<file path="src/rtl/ascii_dec_parser.sv">
// ascii_dec_parser: converts a stream of ASCII decimal tokens into binary values.
// Tokens are separated by space, LF or CR. An optional leading '-' is accepted
// when SIGNED is set. Each token produces one result that is held until consumed.
module ascii_dec_parser #(
  parameter int unsigned BIN_WIDTH  = 16,
  parameter int unsigned SIGNED     = 0,
  parameter int unsigned MAX_DIGITS = 5
) (
  input  logic                             clk,
  input  logic                             reset_n,
  input  logic [7:0]                       in_data,
  input  logic                             in_valid,
  output logic                             in_ready,
  output logic [BIN_WIDTH-1:0]             out_value,
  output logic                             out_valid,
  input  logic                             out_ready,
  output logic                             out_error,
  output logic                             out_overflow,
  output logic [$clog2(MAX_DIGITS+2)-1:0]  out_ndigits
);

  // Four extra bits keep acc*10+9 exact for any acc up to the limit.
  localparam int unsigned ACC_W  = BIN_WIDTH + 4;
  localparam int unsigned NDIG_W = $clog2(MAX_DIGITS + 2);

  localparam logic [ACC_W-1:0]  LIM_UNS  = ACC_W'({BIN_WIDTH{1'b1}});
  localparam logic [ACC_W-1:0]  LIM_POS  = ACC_W'({(BIN_WIDTH-1){1'b1}});
  localparam logic [ACC_W-1:0]  LIM_NEG  = LIM_POS + ACC_W'(1);
  localparam logic [NDIG_W-1:0] NDIG_MAX = NDIG_W'(MAX_DIGITS);
  localparam logic [NDIG_W-1:0] NDIG_SAT = NDIG_W'(MAX_DIGITS + 1);

  typedef enum logic [1:0] {
    IDLE = 2'd0,
    NUM  = 2'd1,
    SKIP = 2'd2,
    DONE = 2'd3
  } state_t;

  state_t               state_q, state_d;
  logic [ACC_W-1:0]     acc_q, acc_d;
  logic                 neg_q, neg_d;
  logic                 err_q, err_d;
  logic                 ovf_q, ovf_d;
  logic [NDIG_W-1:0]    ndigits_q, ndigits_d;
  logic                 in_ready_q, in_ready_d;
  logic                 out_valid_q, out_valid_d;
  logic [BIN_WIDTH-1:0] out_value_q, out_value_d;
  logic                 out_error_q, out_error_d;
  logic                 out_overflow_q, out_overflow_d;

  logic                 take;
  logic                 is_digit;
  logic                 is_term;
  logic                 is_minus;

  logic [ACC_W-1:0]     limit;
  logic [ACC_W-1:0]     acc_base;
  logic [NDIG_W-1:0]    nd_base;
  logic                 ovf_base;
  logic [ACC_W-1:0]     acc_mac;
  logic [NDIG_W-1:0]    nd_inc;
  logic                 dig_ovf;
  logic [ACC_W-1:0]     acc_dig;
  logic [ACC_W-1:0]     acc_out;
  logic                 finish;
  logic                 tok_err;

  assign take     = in_valid && in_ready_q;
  assign is_digit = (in_data >= 8'h30) && (in_data <= 8'h39);
  assign is_term  = (in_data == 8'h20) || (in_data == 8'h0A) || (in_data == 8'h0D);
  assign is_minus = (in_data == 8'h2D);

  // Accumulate one digit: multiply-add, range check and saturation.
  always_comb begin
    limit = LIM_UNS;
    if (SIGNED != 0) begin
      limit = neg_q ? LIM_NEG : LIM_POS;
    end
    acc_base = (state_q == IDLE) ? '0 : acc_q;
    nd_base  = (state_q == IDLE) ? '0 : ndigits_q;
    ovf_base = (state_q == IDLE) ? 1'b0 : ovf_q;
    acc_mac  = acc_base * ACC_W'(10) + ACC_W'(in_data[3:0]);
    nd_inc   = (nd_base == NDIG_SAT) ? nd_base : nd_base + NDIG_W'(1);
    dig_ovf  = ovf_base || (acc_mac > limit) || (nd_inc > NDIG_MAX);
    acc_dig  = dig_ovf ? limit : acc_mac;
    acc_out  = neg_q ? (ACC_W'(0) - acc_q) : acc_q;
  end

  // Token FSM: next state, working registers and held result.
  always_comb begin
    state_d        = state_q;
    acc_d          = acc_q;
    neg_d          = neg_q;
    err_d          = err_q;
    ovf_d          = ovf_q;
    ndigits_d      = ndigits_q;
    in_ready_d     = in_ready_q;
    out_valid_d    = out_valid_q;
    out_value_d    = out_value_q;
    out_error_d    = out_error_q;
    out_overflow_d = out_overflow_q;
    finish         = 1'b0;
    tok_err        = err_q || (ndigits_q == '0);

    case (state_q)
      IDLE: begin
        if (take) begin
          if (is_digit) begin
            acc_d     = acc_dig;
            ndigits_d = nd_inc;
            ovf_d     = dig_ovf;
            state_d   = NUM;
          end else if (is_term) begin
            state_d = IDLE;
          end else if (is_minus && (SIGNED != 0)) begin
            neg_d     = 1'b1;
            ndigits_d = '0;
            state_d   = NUM;
          end else begin
            err_d   = 1'b1;
            state_d = SKIP;
          end
        end
      end
      NUM: begin
        if (take) begin
          if (is_digit) begin
            acc_d     = acc_dig;
            ndigits_d = nd_inc;
            ovf_d     = dig_ovf;
          end else if (is_term) begin
            finish = 1'b1;
          end else begin
            err_d   = 1'b1;
            state_d = SKIP;
          end
        end
      end
      SKIP: begin
        if (take && is_term) begin
          finish = 1'b1;
        end
      end
      DONE: begin
        if (out_ready) begin
          state_d        = IDLE;
          acc_d          = '0;
          neg_d          = 1'b0;
          err_d          = 1'b0;
          ovf_d          = 1'b0;
          ndigits_d      = '0;
          in_ready_d     = 1'b1;
          out_valid_d    = 1'b0;
          out_value_d    = '0;
          out_error_d    = 1'b0;
          out_overflow_d = 1'b0;
        end
      end
      default: begin
        state_d = IDLE;
      end
    endcase

    // Terminator closes the token; a malformed token reports zero and no overflow.
    if (finish) begin
      state_d        = DONE;
      in_ready_d     = 1'b0;
      out_valid_d    = 1'b1;
      out_error_d    = tok_err;
      out_overflow_d = ovf_q && !tok_err;
      out_value_d    = tok_err ? '0 : acc_out[BIN_WIDTH-1:0];
      err_d          = tok_err;
      ovf_d          = ovf_q && !tok_err;
    end
  end

  // State and output registers with synchronous active-low reset.
  always_ff @(posedge clk) begin
    if (!reset_n) begin
      state_q        <= IDLE;
      acc_q          <= '0;
      neg_q          <= 1'b0;
      err_q          <= 1'b0;
      ovf_q          <= 1'b0;
      ndigits_q      <= '0;
      in_ready_q     <= 1'b1;
      out_valid_q    <= 1'b0;
      out_value_q    <= '0;
      out_error_q    <= 1'b0;
      out_overflow_q <= 1'b0;
    end else begin
      state_q        <= state_d;
      acc_q          <= acc_d;
      neg_q          <= neg_d;
      err_q          <= err_d;
      ovf_q          <= ovf_d;
      ndigits_q      <= ndigits_d;
      in_ready_q     <= in_ready_d;
      out_valid_q    <= out_valid_d;
      out_value_q    <= out_value_d;
      out_error_q    <= out_error_d;
      out_overflow_q <= out_overflow_d;
    end
  end

  assign in_ready     = in_ready_q;
  assign out_valid    = out_valid_q;
  assign out_value    = out_value_q;
  assign out_error    = out_error_q;
  assign out_overflow = out_overflow_q;
  assign out_ndigits  = ndigits_q;

endmodule

</file>
<file path="config.mk">
export PLATFORM = sky130hd
export DESIGN_NAME = ascii_dec_parser
export DESIGN_NICKNAME = d
export VERILOG_FILES = /design/src/rtl/ascii_dec_parser.sv
export SDC_FILE = /design/constraint.sdc
export NUM_CORES = 1
export LEC_CHECK = 0
export CORE_MARGIN = 2
export CORE_UTILIZATION = 40
export CTS_CLUSTER_SIZE = 25
export DETAILED_ROUTE_END_ITERATION = 7
export GPL_TIMING_DRIVEN = 0
export SETUP_SLACK_MARGIN = 0.1
export SLEW_MARGIN = 20
export SYNTH_ARGS = -nofsm -noshare
export SYNTH_HDL_FRONTEND = slang
export SYNTH_SLANG_ARGS = --single-unit
</file>
<file path="constraint.sdc">
create_clock -name clk -period 4.3 [get_ports clk]
set_input_delay 0.645 -clock clk [delete_from_list [all_inputs] [get_ports clk]]
set_output_delay 0.645 -clock clk [all_outputs]
set_load 0.01 [all_outputs]
</file>
==> Word-level counts from Yosys, hierarchy flattened <==
Index checks and enable logic that the tools add are counted.
{ "word_totals": {"regBits": 47, "input_bits": 12, "out_inout_bits": 23, "elab_cells": 107} }
{ "op_classes": {"addsub": 2, "multipliers": 1, "n_lt_le_gt_ge": 4, "n_eq_ne": 19, "n_mux": 48, "n_reduce_logical": 23} }
{ "op_table": {"columns": ["op", "n"], "rows": [
  ["2-to-1 mux 20 bit", 5],
  ["2-to-1 mux 16 bit", 4],
  ["one-hot mux 20 bit (2 select lines)", 1],
  ["adder 20 x 4 -> 20 bit", 1],
  ["> comparator 20 x 16 -> 1 bit (second input constant)", 1],
  ["multiplier 20 x 3 -> 19 bit (second input constant)", 1],
  ["2-to-1 mux 1 bit", 20],
  ["== test 8 x 4 -> 1 bit (second input constant)", 2],
  ["2-to-1 mux 2 bit", 8],
  ["2-to-1 mux 3 bit", 5],
  ["inequality test 3 bit (second input constant)", 5],
  ["== test 8 x 6 -> 1 bit (second input constant)", 1],
  [">= comparator 8 x 6 -> 1 bit (second input constant)", 1],
  ["<= comparator 8 x 6 -> 1 bit (second input constant)", 1],
  ["AND reduction 4 bit", 2],
  ["inequality test 3 x 1 -> 1 bit (second input constant)", 2],
  ["inequality test 3 x 2 -> 1 bit (second input constant)", 2],
  ["one-hot mux 1 bit (2 select lines)", 3],
  ["one-hot mux 2 bit (3 select lines)", 1],
  ["one-hot mux 3 bit (2 select lines)", 1],
  ["AND reduction 6 bit", 1],
  ["nonzero test 2 bit", 3],
  ["logical OR 1 bit", 5],
  ["AND reduction 5 bit", 1],
  ["15 further kinds", 20]
]} }

==> Logic depth before layout (Yosys ltp) <==
{ "depth": {"word_depth": 11, "depth_mapped": 18, "ltp_nobuf": 14} }

==> Least setup slack after synthesis <==
Ideal clock, no wire load.
{ "synth_path": {"path_type": "register -> register", "startpoint": "reg state_q[1]", "endpoint": "reg ovf_q", "setup_time_ps": 122, "arrival_ps": 3994, "required_time_ps": 4178, "setup_slack_ps": 185, "path_stages_with_launch": 18, "synth_period_minus_slack_ps": 4115, "cell_sequence": "dfxtp_1 > inv_1 > ha_1 > clkbuf_1 > clkbuf_1 > nor2b_1 > ha_1 > ha_1 > and3_2 > nor2_2 > xor2_2 > or4_4 > and4bb_1 > nand2b_1 > nor4_1 > o22a_2 > buf_6 > o22ai_2"} }
{ "synth_between": {"elab_chain_cells": 11, "word_cells_on_any_way": 27} }
{ "synth_lines": {"columns": ["item", "line", "source"], "rows": [
  ["from (decl)", "39", "state_t state_q, state_d;"],
  ["from (signal assigned)", "192", "state_q <= state_d;"],
  ["logical NOT 2 bit", null, null],
  ["2-to-1 mux 20 bit", "79", "acc_base = (state_q == IDLE) ? '0 : acc_q;"],
  ["multiplier 20 x 3 -> 19 bit", "82", "acc_mac = acc_base * ACC_W'(10) + ACC_W'(in_data[3:0]);"],
  ["adder 20 x 4 -> 20 bit", "82", null],
  ["> comparator 20 x 16 -> 1 bit", "84", "dig_ovf = ovf_base || (acc_mac > limit) || (nd_inc > NDIG_MAX);"],
  ["logical OR 1 bit (2 in a row)", "84", null],
  ["2-to-1 mux 1 bit", "108, 127", null],
  ["2-to-1 mux 1 bit", "126", "if (take) begin"],
  ["one-hot mux 1 bit (2 select lines)", "105", "case (state_q)"],
  ["2-to-1 mux 1 bit", "165", "if (finish) begin"],
  ["to (signal assigned)", "196", "ovf_q <= ovf_d;"],
  ["to (decl)", "43", "logic ovf_q, ovf_d;"]
]} }
Several ways; a longest one is shown, not always the timed one. The select of a mux whose other input is x is not followed.
A chain may end at the register's enable or synchronous reset.

==> Final worst setup path <==
{ "layout_path": {"startpoint": "reg state_q[1]", "endpoint": "reg acc_q[6]"} }
{ "layout_between": {"elab_chain_cells": 11, "word_cells_on_any_way": 25} }
{ "layout_lines": {"columns": ["item", "line", "source"], "rows": [
  ["logical NOT 2 bit", null, null],
  ["2-to-1 mux 20 bit", "79", null],
  ["multiplier 20 x 3 -> 19 bit", "82", null],
  ["adder 20 x 4 -> 20 bit", "82", null],
  ["> comparator 20 x 16 -> 1 bit", "84", null],
  ["logical OR 1 bit (2 in a row)", "84", null],
  ["2-to-1 mux 20 bit", "85", "acc_dig = dig_ovf ? limit : acc_mac;"],
  ["2-to-1 mux 20 bit", "108, 127", null],
  ["2-to-1 mux 20 bit", "126", null],
  ["one-hot mux 20 bit (2 select lines)", "105", null],
  ["to (signal assigned)", "181", "acc_q <= '0;"],
  ["to (signal assigned)", "193", "acc_q <= acc_d;"],
  ["to (decl)", "40", "logic [ACC_W-1:0] acc_q, acc_d;"]
]} }
Several ways; a longest one is shown, not always the timed one. The select of a mux whose other input is x is not followed.

==> metrics.txt <==
DR WL/cell about 16 um; depth of the CTS H-tree 2; hpwl dp ~7300 um; Worst-path clk slew approximately 0.09 ns; leakage power around 1.8 nW; Total GRT Usage 19.61%; drt via density 5.639; metal2 WL approximately 4500 um; DRC Markers 0; Initial DRC Count 100; Syn Std Cell Area between 0.003 and 0.004 mm^2; status completed; Num Clock Sinks 46; Netlist cell types 66; #FFs+latches synth 46; Site Rows 34; CTS tree yes; met3 WL 266 um; PwrDens approximately 340 mW/mm^2; First-pass DRT Iterations 4; flop-to-flop setup slack 0.28 ns; area of the multi-input gates approximately 0.0027 mm^2; Slew Limit Fails 0; final instance area roughly 0.0045 mm^2; peak supply drop about 0.00021 V; layout cells sized above 1 14.03%; post-route insts no fill roughly 600; unrepaired setup endpoints after global routing false; # diodes 0; total wire length 9434 um; final setup fails 0; Net count, final ~550; Horiz. Die Dim roughly 99 um; kind of critical path reg -> reg; clk root buf clkbuf_8; worst min-delay path class reg -> reg; CP Capture Type register; crit-path max FO 10; Design Power 1.504 mW; max incr delay on CP just over 0.4 ns; met1 wire length between 4000 and 5000 um; final hold slack between 0.4 and 0.5 ns; die height between 90 and 100 um; Max Cap Violations 0; Port Buffers 34; Final Hold Fails 0; placed cell areas about 0.0041 mm^2; core area 0.008763 mm^2; post-synthesis net count about 500; critical path arrival ~4.3 ns; worst endpoint required time 4.53 ns; storage element area 928.4 um^2; initial antenna violation count 0; latest clock arrival within the worst-skew pair about 0.32 ns; Placed Cells between 500 and 600; slew margin rel. 34.58%; vias in the first global route about 3300; Gate Count Post-Synth 449; skew final ~0.012 ns; CP Cell Sequence inv_2 -> ha_4 -> buf_8 -> buf_12 -> and3b_1 -> ha_1 -> fa_2 -> a211oi_2 -> o31a_1 -> xor2_2 -> or3_4 -> and4bb_1 -> nand2b_1 -> o211a_1 -> o22a_2 -> buf_4 -> a211oi_1; Synth async-reset ratio 0%; Highest Signal Layer met4; vias approximately 3400; measured slew at the worst slew-check pin slightly below 1 ns; fillers around 870; Util after Layout approximately half; CTS Buffer Depth 2; maximum clock rate ~250 MHz; final cycle utilization of the critical path 93.38%; cts bufs inserted 5; Area Growth Syn to Fin 22.59%; Seq/Total Area, Yosys 25.30%; mean post-synth cell area 8.106 um^2; Final min period around 4 ns; remaining global-route overflow 0; Die ar. roughly 0.0099 mm^2; io pins 35; type of origin of the critical path register; # hold bufs at CTS 0; Post-synth EDFFs 0; slowest CP cell fa_2; DRT antenna net count 0; Synth Warn # 0; Top FF cell, synth dfxtp_1; gpl congestion 0.8834; first-pass GRT wire length around 16000 um; pin count of the biggest net entering global routing 17; Initial Util between 40 and 50%
[routing by layer]
| metal | GRT usage (%) | vias up |
|---|---|---|
| li1 | - | 1747 |
| met1 | 26.27 | 1602 |
| met2 | 33.73 | 61 |
| met3 | 2.600 | 13 |
| met4 | 4.320 | 0 |
| met5 | 0 | - |
[synthesized netlist by cell type, types with 2 or more instances]
library cell,instances,share of area (%)
a21oi_1,31,4.3
nand3_1,10,1.4
o31a_1,2,0.48
a211oi_1,6,1.2
o21ai_2,5,1.2
o311a_1,2,0.55
xor2_1,6,1.4
and3_1,5,0.86
buf_4,2,0.41
nand2_1,19,2.0
and3b_1,2,0.48
a31oi_1,3,0.52
o21ai_0,27,3.7
o221a_2,2,0.62
nor4_1,4,0.69
nor3_1,6,0.83
nand4b_1,3,0.72
nor2_1,55,5.7
nor2b_1,22,3.8
o211a_1,2,0.55
xnor2_1,22,5.3
and2_1,8,1.4
a21o_1,11,2.3
o21a_1,2,0.41
clkbuf_1,17,1.8
a22oi_1,24,5.0
o211ai_1,3,0.62
nor3b_1,3,0.62
nand2b_1,10,1.7
a32oi_1,3,0.72
inv_1,9,0.93
dfxtp_1,46,25
a21oi_2,4,0.96
ha_1,37,13
nand4_1,2,0.34
or3_1,4,0.69
[cell families after synthesis]
| kind of cell | after synthesis | synth area share (%) |
|---|---|---|
| mux | 2 | 0.5844 |
| fa+ha+maj | 39 | 13.54 |
| compound gates | 139 | 26.23 |
| xor+xnor | 29 | 7.185 |
| simple gates | 163 | 23.51 |
| flops | 46 | 25.30 |
| buf+inv | 31 | 3.643 |
[worst max-delay path: cells and delay by family, from the launching register on]
kind / cells / cell delay, ns
buffers and inverters: 4 / 0.55
AO/OA/AOI/OAI: 5 / 1.18
XOR/XNOR: 1 / 0.11
flip-flops: 1 / 0.37
AND/OR/NAND/NOR: 4 / 0.92
adder cells (fa/ha/maj): 3 / 0.80
[final timing paths]
| kind | startpoint | end | cells past startpoint |
|---|---|---|---|
| hold reg to reg | out_valid$_SDFFE_PN0P_ | out_valid$_SDFFE_PN0P_ | 2 |
| setup / recovery | state_q[1]$_SDFFE_PN0P_ | acc_q[6]$_SDFFE_PN0P_ | 17 |
| hold / removal | out_valid$_SDFFE_PN0P_ | out_valid$_SDFFE_PN0P_ | 2 |
| setup reg to reg | state_q[1]$_SDFFE_PN0P_ | acc_q[6]$_SDFFE_PN0P_ | 17 |
[sequential cells by signal, summed over array words and instances, names as in the netlist]
register	flops
acc_q	19
out_value	16
out_ndigits	3
state_q	2
err_q	1
in_ready	1
out_error	1
out_overflow	1
out_valid	1
ovf_q	1
[metrics by stage]
stage	TNS [ns]	worst slack [ns]
final	0	0.2845
after global routing	0	0.1070
after CTS	0	0.1166
after detailed placement	-10.45	-0.6824
after global placement	-9.034	-0.6008
after floorplan	0	0.1846
[power breakdown]
part,switching [mW],internal (mW),total (mW)
Sequential,0.0393,0.462,0.501
Clock,0.168,0.177,0.345
Combinational,0.380,0.278,0.658
Total,0.587,0.917,1.50
[layout by cell type, fill, tap and decap left out, drive strengths merged, types with 3 or more instances in the layout]
cell type,Yosys,layout
clkdlybuf4s50,0,34
or3,4,4
a22oi,24,24
o21ai,32,32
a21o,11,11
and3,6,6
nor3b,3,3
xor2,7,7
a21oi,35,35
nor4,4,4
nand2b,10,10
nand2,19,19
dfxtp,46,46
nor2,56,56
and2,8,8
o211ai,3,3
inv,9,10
a31oi,3,3
ha,37,37
clkbuf,17,18
nand3,10,10
xnor2,22,22
nand4b,3,3
nor2b,22,22
a32oi,3,3
a211oi,6,6
buf,4,16
nor3,7,7
[area by class of cell]
type / instances / share of cell area (%)
repair buffers: 43 / 9.142
clock inverters: 3 / 1.094
plain buffers: 20 / 2.860
multi-input cells: 372 / 60.68
flip-flops and latches: 46 / 20.81
clock buffers: 5 / 1.542
well taps: 108 / 3.029
inverters: 10 / 0.8413
[repair_timing]
| action | in CTS | in global routing |
|---|---|---|
| cloned | 0 | 0 |
| pin swaps | 2 | 7 |
| endpoints found under the setup margin | 17 | 17 |
| buffers inserted | 2 | 7 |
| resized for setup | 20 | 27 |
Note: power is estimated with default switching activity, not from simulation.
